`src/rtl/dibit_serializer_pkg.sv`:
```
// dibit_serializer_pkg: shared definitions for the dibit serializer and the
// Acq_hold receiver that consumes its stream.
// FSM state codes, the 2 kHz bit-period constant, the counter width and the
// bit-ordering helpers live here, so that both ends agree on them.
// Optional feature macro used by the importing files: DIBIT_SER_SYNC_EN.
package dibit_serializer_pkg;

    // A two-bit symbol as carried on the parallel side.
    typedef logic [1:0] dibit_t;

    // FSM state encoding. These are kept as plain constants because existing
    // consumers compare raw state codes.
    localparam logic [1:0] ST_IDLE   = 2'd0;
    localparam logic [1:0] ST_FIRST  = 2'd1;
    localparam logic [1:0] ST_SECOND = 2'd2;

    // Clock cycles per bit for a 50 MHz clock and a 2 kHz bit rate.
    localparam int BIT_DIV_2KHZ = 25000;

    // Width of the per-bit cycle counter; BIT_DIV must fit in it.
    localparam int CNT_W = 16;

    // Bit of a symbol that goes out first on the serial line.
    function automatic logic lead_bit(input dibit_t sym, input bit msb_first);
        return msb_first ? sym[1] : sym[0];
    endfunction

    // Shift a symbol so the bit that goes out next sits in the lead position.
    function automatic dibit_t advance(input dibit_t sym, input bit msb_first);
        return msb_first ? {sym[0], 1'b0} : {1'b0, sym[1]};
    endfunction

endpackage

```
`src/rtl/dibit_serializer_if.sv`:
```
// dibit_serializer_if: symbol handshake and serial output bundle.
// The master side is the upstream symbol source (drives in/load, observes
// ready and the serial side); the slave side is the serializer itself.
// With DIBIT_SER_SYNC_EN defined the bundle also carries the sync pulse.
interface dibit_serializer_if;
    import dibit_serializer_pkg::*;

    dibit_t in;      // symbol to send, sampled only on accept
    logic   load;    // symbol valid strobe from upstream
    logic   ready;   // serializer can take a symbol this cycle
    logic   out;     // serial bit stream
    logic   busy;    // a symbol is being shifted out
`ifdef DIBIT_SER_SYNC_EN
    logic   sync;    // one-cycle marker on the first cycle of each symbol
`endif

`ifdef DIBIT_SER_SYNC_EN
    modport master (
        output in,
        output load,
        input  ready,
        input  out,
        input  busy,
        input  sync
    );

    modport slave (
        input  in,
        input  load,
        output ready,
        output out,
        output busy,
        output sync
    );
`else
    modport master (
        output in,
        output load,
        input  ready,
        input  out,
        input  busy
    );

    modport slave (
        input  in,
        input  load,
        output ready,
        output out,
        output busy
    );
`endif

endinterface

```
`src/rtl/dibit_serializer_bit_timer.sv`:
```
// bit_timer: counts clock cycles within one serial bit period.
// The count runs 0..BIT_DIV-1 while enabled and wraps to 0 after the terminal
// value, so it never exceeds BIT_DIV-1. tc flags the last cycle of a bit.
// A clear restarts the period (used when a new symbol is accepted).
module bit_timer
    import dibit_serializer_pkg::*;
#(
    parameter int BIT_DIV = BIT_DIV_2KHZ
) (
    input  logic clk,
    input  logic rst,
    input  logic clear,
    input  logic run,
    output logic tc
);

    localparam logic [CNT_W-1:0] LAST = CNT_W'(BIT_DIV - 1);

    // Reject divider values the 16-bit counter or the two-state bit timing
    // cannot represent.
    generate
        if (BIT_DIV < 2 || BIT_DIV > 65535) begin : g_bad_div
            $error("bit_timer: BIT_DIV out of range 2..65535");
        end
    endgenerate

    logic [CNT_W-1:0] count;

    // Cycle counter: restart on clear, wrap at the terminal value while running.
    always_ff @(posedge clk) begin
        if (rst) begin
            count <= '0;
        end else if (clear) begin
            count <= '0;
        end else if (run) begin
            if (count == LAST) begin
                count <= '0;
            end else begin
                count <= count + CNT_W'(1);
            end
        end
    end

    assign tc = run && (count == LAST);

endmodule

```
`src/rtl/dibit_serializer.sv`:
```
// dibit_serializer: sends each accepted 2-bit symbol as two serial bits,
// each held for BIT_DIV clock cycles. A new symbol can be accepted on the
// last cycle of the second bit, giving a gapless stream.
// Parameters: BIT_DIV (cycles per bit), MSB_FIRST (1: in[1] goes first).
// Optional feature: define DIBIT_SER_SYNC_EN to add the sync output, a
// one-cycle pulse when the first bit of each new symbol appears on out.
module dibit_serializer
    import dibit_serializer_pkg::*;
#(
    parameter int BIT_DIV   = BIT_DIV_2KHZ,
    parameter bit MSB_FIRST = 1'b1
) (
    input  logic                 clk,
    input  logic                 rst,
    dibit_serializer_if.slave    bus
);

    logic [1:0] state;
    logic [1:0] state_next;
    dibit_t     shreg;
    logic       out_q;
    logic       tc;
    logic       ready_c;
    logic       accept;
    logic       running;

    // The block takes a symbol when idle, or on the final cycle of the
    // second bit so the next symbol follows without an idle cycle.
    assign running = (state != ST_IDLE);
    assign ready_c = (state == ST_IDLE) || ((state == ST_SECOND) && tc);
    assign accept  = bus.load && ready_c;

    bit_timer #(
        .BIT_DIV (BIT_DIV)
    ) u_timer (
        .clk   (clk),
        .rst   (rst),
        .clear (accept),
        .run   (running),
        .tc    (tc)
    );

    // Next-state logic: IDLE -> FIRST -> SECOND -> (FIRST | IDLE).
    always_comb begin
        state_next = state;
        case (state)
            ST_IDLE: begin
                if (accept) begin
                    state_next = ST_FIRST;
                end
            end
            ST_FIRST: begin
                if (tc) begin
                    state_next = ST_SECOND;
                end
            end
            ST_SECOND: begin
                if (tc) begin
                    state_next = accept ? ST_FIRST : ST_IDLE;
                end
            end
            default: begin
                state_next = ST_IDLE;
            end
        endcase
    end

    // State register; reset wins over any simultaneous load.
    always_ff @(posedge clk) begin
        if (rst) begin
            state <= ST_IDLE;
        end else begin
            state <= state_next;
        end
    end

    // Shift register and registered output bit: load the symbol and present
    // its lead bit on accept, advance to the second bit at the end of FIRST.
    // Outside those events out keeps the last transmitted bit.
    always_ff @(posedge clk) begin
        if (rst) begin
            shreg <= 2'b00;
            out_q <= 1'b0;
        end else if (accept) begin
            shreg <= bus.in;
            out_q <= lead_bit(bus.in, MSB_FIRST);
        end else if ((state == ST_FIRST) && tc) begin
            shreg <= advance(shreg, MSB_FIRST);
            out_q <= lead_bit(advance(shreg, MSB_FIRST), MSB_FIRST);
        end
    end

    assign bus.out   = out_q;
    assign bus.busy  = running;
    assign bus.ready = ready_c;

`ifdef DIBIT_SER_SYNC_EN
    logic sync_q;

    // The first bit of a symbol appears the cycle after accept, so the
    // marker is simply the accept strobe delayed by one register.
    always_ff @(posedge clk) begin
        if (rst) begin
            sync_q <= 1'b0;
        end else begin
            sync_q <= accept;
        end
    end

    assign bus.sync = sync_q;
`endif

endmodule

```
`src/flat_wrapper.sv`:
```
// flat-port wrapper written by rule: the top's interface ports become plain ports
module dibit_serializer_flat import dibit_serializer_pkg::*;
#(
    parameter int BIT_DIV   = BIT_DIV_2KHZ,
    parameter bit MSB_FIRST = 1'b1
)
  (clk, rst, bus_in, bus_load, bus_ready, bus_out, bus_busy);
  dibit_serializer_if bus_i ();
  input  logic clk;
  input  logic rst;
  input wire logic [$bits(bus_i.in)-1:0] bus_in;
  input wire logic [$bits(bus_i.load)-1:0] bus_load;
  output wire logic [$bits(bus_i.ready)-1:0] bus_ready;
  output wire logic [$bits(bus_i.out)-1:0] bus_out;
  output wire logic [$bits(bus_i.busy)-1:0] bus_busy;
  assign bus_i.in = bus_in;
  assign bus_i.load = bus_load;
  assign bus_ready = bus_i.ready;
  assign bus_out = bus_i.out;
  assign bus_busy = bus_i.busy;
  dibit_serializer #(.BIT_DIV(BIT_DIV), .MSB_FIRST(MSB_FIRST)) u_core (.clk(clk), .rst(rst), .bus(bus_i));
endmodule
```
`config.mk`:
```
export PLATFORM = sky130hd
export DESIGN_NAME = dibit_serializer_flat
export DESIGN_NICKNAME = d
export VERILOG_FILES = /design/src/rtl/dibit_serializer_pkg.sv /design/src/rtl/dibit_serializer_if.sv /design/src/rtl/dibit_serializer_bit_timer.sv /design/src/rtl/dibit_serializer.sv /design/src/flat_wrapper.sv
export SDC_FILE = /design/constraint.sdc
export NUM_CORES = 1
export LEC_CHECK = 0
export ABC_AREA = 0
export BUFFER_PORTS_ARGS = -buffer_cell sky130_fd_sc_hd__clkbuf_2
export CAP_MARGIN = 10
export CORE_MARGIN = 3
export CORE_UTILIZATION = 56
export DETAILED_ROUTE_END_ITERATION = 8
export GPL_ROUTABILITY_DRIVEN = 0
export PLACE_DENSITY_LB_ADDON = 0.25
export SLEW_MARGIN = 20
export SYNTH_ARGS = -nofsm -noshare
export SYNTH_HDL_FRONTEND = slang
export SYNTH_SLANG_ARGS = --single-unit
```
`constraint.sdc`:
```
create_clock -name clk -period 2.1 [get_ports clk]
set_clock_uncertainty 0.1 [all_clocks]
set_input_delay 0.105 -clock clk [delete_from_list [all_inputs] [get_ports clk]]
set_output_delay 0.105 -clock clk [all_outputs]
set_load 0.05 [all_outputs]
```
==> out/results.txt, run 1 <==
vias in the first global route -> 827
multiplexer area fraction after synthesis -> 1.02%
Pwr Density -> 680 mW/mm^2
starting density of the core -> 62.5%
sequential fraction of the synthesis area -> 40.6%
Critical Path RT -> 2.24 ns
CP Capture Type -> register
xor/xnor cell area share of the yosys netlist -> 9.77%
DP Wirelength -> 1460 um
Setup-failing EPs final -> 0
normalized max-slew margin -> 73.7%
antenna viol nets, final -> 0
largest family of logic cells by synthesized area -> simple AND/OR/NAND/NOR gates
register area -> 400 sq um
leakage -> 0.000425 uW
status -> completed
VDD IR max -> 0.000490 V
Detailed Route WL -> 2100 um
DIE AREA -> 0.00230 sq mm
worst min-delay path category -> in -> reg
CP max stage cell -> or4_1
syn nets -> 122
crit-path cells -> nand4_1, or3_1, or4_1, a21oi_1
initial drt markers -> 24
min cycle time layout -> 2.01 ns
via density per instance -> 5.88
Worst Path Max Fanout -> 7
Synth Register Bits -> 20
CTS Buffer Depth -> 2
largest net degree at the start of global routing -> 13
commonest non-fill, non-tap cell in the layout -> dfxtp_1
share of the clock period used by the worst path -> 95.6%
compound-cell area share of the yosys netlist -> 13.3%
Least-Margin Pin Slew -> 0.393 ns
fmax -> 498 MHz
Syn Area/Cell -> 8.50 sq um
synthesis-to-finish area growth -> 18.1%
fraction of layout instances using a drive strength above 1 -> 16.2%
IO Pins -> 8
hold slack -> 0.0678 ns
1st-pass router iterations -> 4
TNS Setup -> 0 ns
# Post-CTS Setup Buffers -> 0
synthesized cell area -> 986 sq um
Syn Inst Count -> 116
post-DR wirelength/cell -> 14.4 um
Clock Latency Late Sink -> 0.30 ns
Final Hold Fails -> 0
initial antenna violation count -> 0
Layout Nets -> 137
Max-Cap Viols -> 0
Setup CP Type -> reg -> reg
# DRC -> 0
max-slew violations -> 0
area of the multi-input gates -> 586 sq um
Die Wd -> 48.0 um
clock slew at reported path FFs -> 0.12 ns
synth unique cells -> 34
row count -> 14
CTS Buf Count -> 3
CTS H-tree lvls -> 1
Simple-Gate Fraction of Synth Area -> 29.9%
Clock Sink Count -> 20
first-pass GRT wire length -> 3640 um
Crit path largest cell delay -> 0.52 ns
most frequent cells in the layout -> dfxtp_1 (20), nor2_1 (18), nand2_1 (10)
PortBufs -> 7
CP arrival -> 2.15 ns
ANT cells -> 0
Root Buffer -> clkbuf_4
crit start category -> register
routed vias -> 859
core box area -> 0.00158 sq mm
CTS tree -> built
Filler cells -> 108
synth warn -> 0
Overflow after GRT -> 0
Die Y -> 48.0 um
adder-cell share of the synthesized area -> 1.27%
Total GRT Usage -> 22.6%
[cell usage after synthesis]
master	number	area (sq um)
and3_1	3	18.8
a2bb2oi_1	1	8.76
nand2_1	10	37.5
o21ai_0	3	15.0
nor3b_1	1	7.51
xor2_1	8	70.1
o31ai_1	1	7.51
o211ai_1	1	7.51
mux2i_1	1	10.0
nor4bb_1	1	10.0
or4_1	1	7.51
a21oi_1	6	30.0
o2111a_1	1	11.3
nand4_1	6	37.5
a41oi_1	1	8.76
nor2_1	18	67.6
o211ai_2	1	12.5
and4_1	1	8.76
buf_2	2	10.0
xnor2_1	3	26.3
nor4_1	1	6.26
and2b_1	1	7.51
dfxtp_1	20	400
and4bb_1	1	12.5
o21a_1	1	7.51
nor4b_1	1	8.76
or3_1	4	25.0
ha_1	1	12.5
buf_6	1	11.3
inv_1	5	18.8
nand3_1	5	25.0
o2111ai_2	1	15.0
a211oi_1	1	7.51
nor3_1	3	15.0
[routing by layer]
metal / part of all wire, % / GRT usage [%]
met4: 2.5 / 9.68
met2: 45 / 31.9
met1: 49 / 32.1
met5: 0 / 0
met3: 3.7 / 5.64
[critical path, delay by kind of cell (launching register included)]
kind	cells	cell delay, ns
and+or+nand+nor	3	1.17
DFF	1	0.51
AOI/OAI and AO/OA	1	0.16
[worst paths after layout]
kind / startpoint / to / slack (ns) / depth (start not counted)
setup / recovery: u_core.u_timer.count[3] / u_core.u_timer.count[15] / 0.09 / 4
hold / removal: bus_in[1] / u_core.bus.out / 0.07 / 3
setup reg to reg: u_core.u_timer.count[3] / u_core.u_timer.count[15] / 0.09 / 4
hold reg to reg: u_core.u_timer.count[1] / u_core.u_timer.count[1] / 0.42 / 2
[power breakdown]
part	switching [uW]	leakage [uW]	total [uW]	internal, uW
combinational	54.6	0.000235	84.2	29.5
sequential	5.71	0.000162	392	386
clock	123	0.0000279	316	193
[timing repair]
item / CTS / global route
endpoints found under the hold margin: 4 / 0
setup endpoints to repair: 1 / 1
hold buffers: 2 / 0
resized for setup: 2 / 6
[stage by stage]
step	total power, uW	instance area, sq um	std cells	setup WS (ns)	util, %
finish	792	1160	146	0.0932	73.9
global route	818	1160	146	-0.0101	73.9
floorplan	458	986	116	0.207	-
detailed placement	479	1050	140	0.181	66.6
CTS	797	1130	146	0.00516	72.0
global placement	477	1050	140	0.270	66.6
[registers in the layout, indices dropped and copies added, names as in the netlist]
name                  cells
u_core.shreg              1
u_core.u_timer.count     16
u_core.state              2
u_core.bus.out            1
[final cells by class]
type	instances	area share [%]
well taps	16	1.72
flip-flops and latches	20	34.4
repair buffers	13	7.52
multi-input cells	88	50.3
clock inverters	1	2.58
inverters	5	1.61
clock buffers	3	1.93
[logic make-up (layout without fill, tap and decap cells)]
| group | count (synthesis) | after routing |
|---|---|---|
| simple gates | 57 | 57 |
| fa+ha+maj | 1 | 1 |
| flops | 20 | 20 |
| xor+xnor | 11 | 11 |
| compound gates | 18 | 18 |
| buf+inv | 8 | 22 |
| mux | 1 | 1 |
No activity file was read; power rests on OpenSTA's default activity.
==> inputs of run 2 (changes only) <==
Settings changed: CORE_UTILIZATION 56 to 25.
==> run 2 against run 1 <==
Against the previous run:
- worst setup slack improved by 0.066 ns
- via count fell by 2.2%
- first-iteration DRC count fell by 25%
- critical path type unchanged
- power fell by 8.7%
- worst hold slack improved by 0.043 ns
- global-route usage fell by 12 points
- clock-buffer cell count did not move
- register-to-register slack improved by 0.07 ns
- sequential share of layout area fell by 0.83 points
- final cell count rose by 22%
- wire length rose by 2.0%
- highest routed layer unchanged
==> out/results.txt, run 2 (synthesized netlist as in run 1, its figures left out) <==
Clock Latency Late Sink -> 0.25 ns (was 0.30 ns)
FF-to-FF End -> u_core.u_timer.count[15] (unchanged)
min cycle time layout -> 1.94 ns (was 2.01 ns)
fmax -> 515 MHz (was 498 MHz)
Biggest register -> u_core.u_timer.count (unchanged)
Filler cells -> 422 (was 108)
CTS tree -> built (unchanged)
Die Wd -> 68.8 um (was 48.0 um)
via density per instance -> 4.72 (was 5.88)
Worst Path Max Fanout -> 7 (unchanged)
beginning of the critical path -> u_core.u_timer.count[3] (unchanged)
# DRC -> 0 (unchanged)
PortBufs -> 7 (unchanged)
DP Wirelength -> 1540 um (was 1460 um)
ANT cells -> 0 (unchanged)
starting density of the core -> 26.3% (was 62.5%)
initial drt markers -> 18 (was 24)
normalized max-slew margin -> 73.5% (was 73.7%)
register area -> 400 sq um (unchanged)
post-DR wirelength/cell -> 12.0 um (was 14.4 um)
Max-Cap Viols -> 0 (unchanged)
Clock Sink Count -> 20 (unchanged)
IO Pins -> 8 (unchanged)
worst setup margin -> 0.159 ns (was 0.0932 ns)
Critical Path RT -> 2.19 ns (was 2.24 ns)
Detailed Route WL -> 2140 um (was 2100 um)
CTS Buf Count -> 3 (unchanged)
Pwr Density -> 606 mW/mm^2 (was 680 mW/mm^2)
Root Buffer -> clkbuf_8 (was clkbuf_4)
max-slew violations -> 0 (unchanged)
CP Capture Type -> register (unchanged)
Die Y -> 68.8 um (was 48.0 um)
share of the clock period used by the worst path -> 92.4% (was 95.6%)
RSZ-0062 raised after global routing -> false
leakage -> 0.000424 uW (was 0.000425 uW)
commonest non-fill, non-tap cell in the layout -> dfxtp_1 (unchanged)
status -> completed (unchanged)
worst min-delay path category -> in -> reg (unchanged)
synthesis-to-finish area growth -> 21.1% (was 18.1%)
Overflow after GRT -> 0 (unchanged)
core box area -> 0.00374 sq mm (was 0.00158 sq mm)
FF-to-FF Start -> u_core.u_timer.count[3] (unchanged)
Reg2Reg Depth -> 4 (unchanged)
dpl ws -> 0.202 ns (was 0.181 ns)
crit start category -> register (unchanged)
most frequent cells in the layout -> dfxtp_1 (20), nor2_1 (18), nand2_1 (10) (unchanged)
CTS Buffer Depth -> 2 (unchanged)
DIE AREA -> 0.00473 sq mm (was 0.00230 sq mm)
Layout Nets -> 138 (was 137)
endpoint of the most critical setup path -> u_core.u_timer.count[15] (unchanged)
first-pass GRT wire length -> 3750 um (was 3640 um)
antenna viol nets, final -> 0 (unchanged)
Setup-failing EPs final -> 0 (unchanged)
CTS H-tree lvls -> 1 (unchanged)
VDD IR max -> 0.000229 V (was 0.000490 V)
TNS Setup -> 0 ns (unchanged)
CP arrival -> 2.03 ns (was 2.15 ns)
routed vias -> 840 (was 859)
fraction of layout instances using a drive strength above 1 -> 14.6% (was 16.2%)
row count -> 22 (was 14)
largest net degree at the start of global routing -> 16 (was 13)
1st-pass router iterations -> 4 (unchanged)
vias in the first global route -> 830 (was 827)
clock slew at reported path FFs -> 0.07 ns (was 0.12 ns)
Final Hold Fails -> 0 (unchanged)
area of the multi-input gates -> 568 sq um (was 586 sq um)
Largest regs -> u_core.u_timer.count x16, u_core.state x2 (unchanged)
design area -> 0.00119 sq mm (was 0.00116 sq mm)
initial antenna violation count -> 0 (unchanged)
dpl cell area -> 0.00111 sq mm (was 0.00105 sq mm)
Least-Margin Pin Slew -> 0.396 ns (was 0.393 ns)
R2R setup slack -> 0.16 ns (was 0.09 ns)
Total GRT Usage -> 10.5% (was 22.6%)
number of flip-flops in the largest register -> 16 (unchanged)
# Post-CTS Setup Buffers -> 0 (unchanged)
Setup CP Type -> reg -> reg (unchanged)
==> run 2: worst min path at each step <==
stage,startpoint,to,slack (ns),cells after the start
2_1_floorplan,rst,u_core.state[1],0.08,1
3_3_place_gp,bus_in[0],u_core.shreg[0],0.25,3
3_5_place_dp,bus_in[0],u_core.shreg[0],0.26,3
4_1_cts,bus_in[1],u_core.bus.out,0.11,3
5_1_grt,bus_load,u_core.shreg[0],0.17,4
6_report,bus_in[1],u_core.bus.out,0.11,3
==> run 2: area by class of cell <==
type | instances | area share (%)
tap | 48 | 5.03
multi-input combinational | 88 | 47.6
clock buffer | 3 | 3.46
inverter | 5 | 1.57
timing repair buffer | 14 | 8.81
sequential | 20 | 33.5
==> run 2: report_power, final <==
| part | total (uW) | switching, uW | internal, uW |
|---|---|---|---|
| Combinational | 84.4 | 54.0 | 30.4 |
| Sequential | 392 | 5.59 | 386 |
| Clock | 247 | 119 | 128 |
| Total | 723 | 179 | 544 |
==> run 2: repair_timing <==
action | 4_1_cts | 5_1_grt
endpoints found under the setup margin | 1 | 1
endpoints found under the hold margin | 4 | 0
hold buffers | 2 | 0
gates resized for setup | 1 | 2
==> run 2: metal layers <==
metal / track usage [%] / wire length [um] / vias to the layer above
met5: 0 / 0 / -
met4: 2.43 / 4 / 0
met3: 4.38 / 89 / 2
met2: 15.4 / 915 / 10
met1: 14.2 / 1130 / 381
li1: - / - / 447
==> run 2: critical path, stage by stage, from the launching register on <==
cell     delay (ns)
dfxtp_1        0.49
nand4_1        0.15
or3_1          0.49
or4_1          0.50
a21oi_1        0.14
==> run 2: metrics by stage <==
stage               std cells  total power, uW  utilization, %  hold slack (ns)
detailed placement        173              482            29.6            0.258
global placement          173              482            29.6            0.249
global route              178              763            31.9            0.166
floorplan                 116              458               -           0.0774
finish                    178              723            31.9            0.110
CTS                       178              734            31.5            0.113
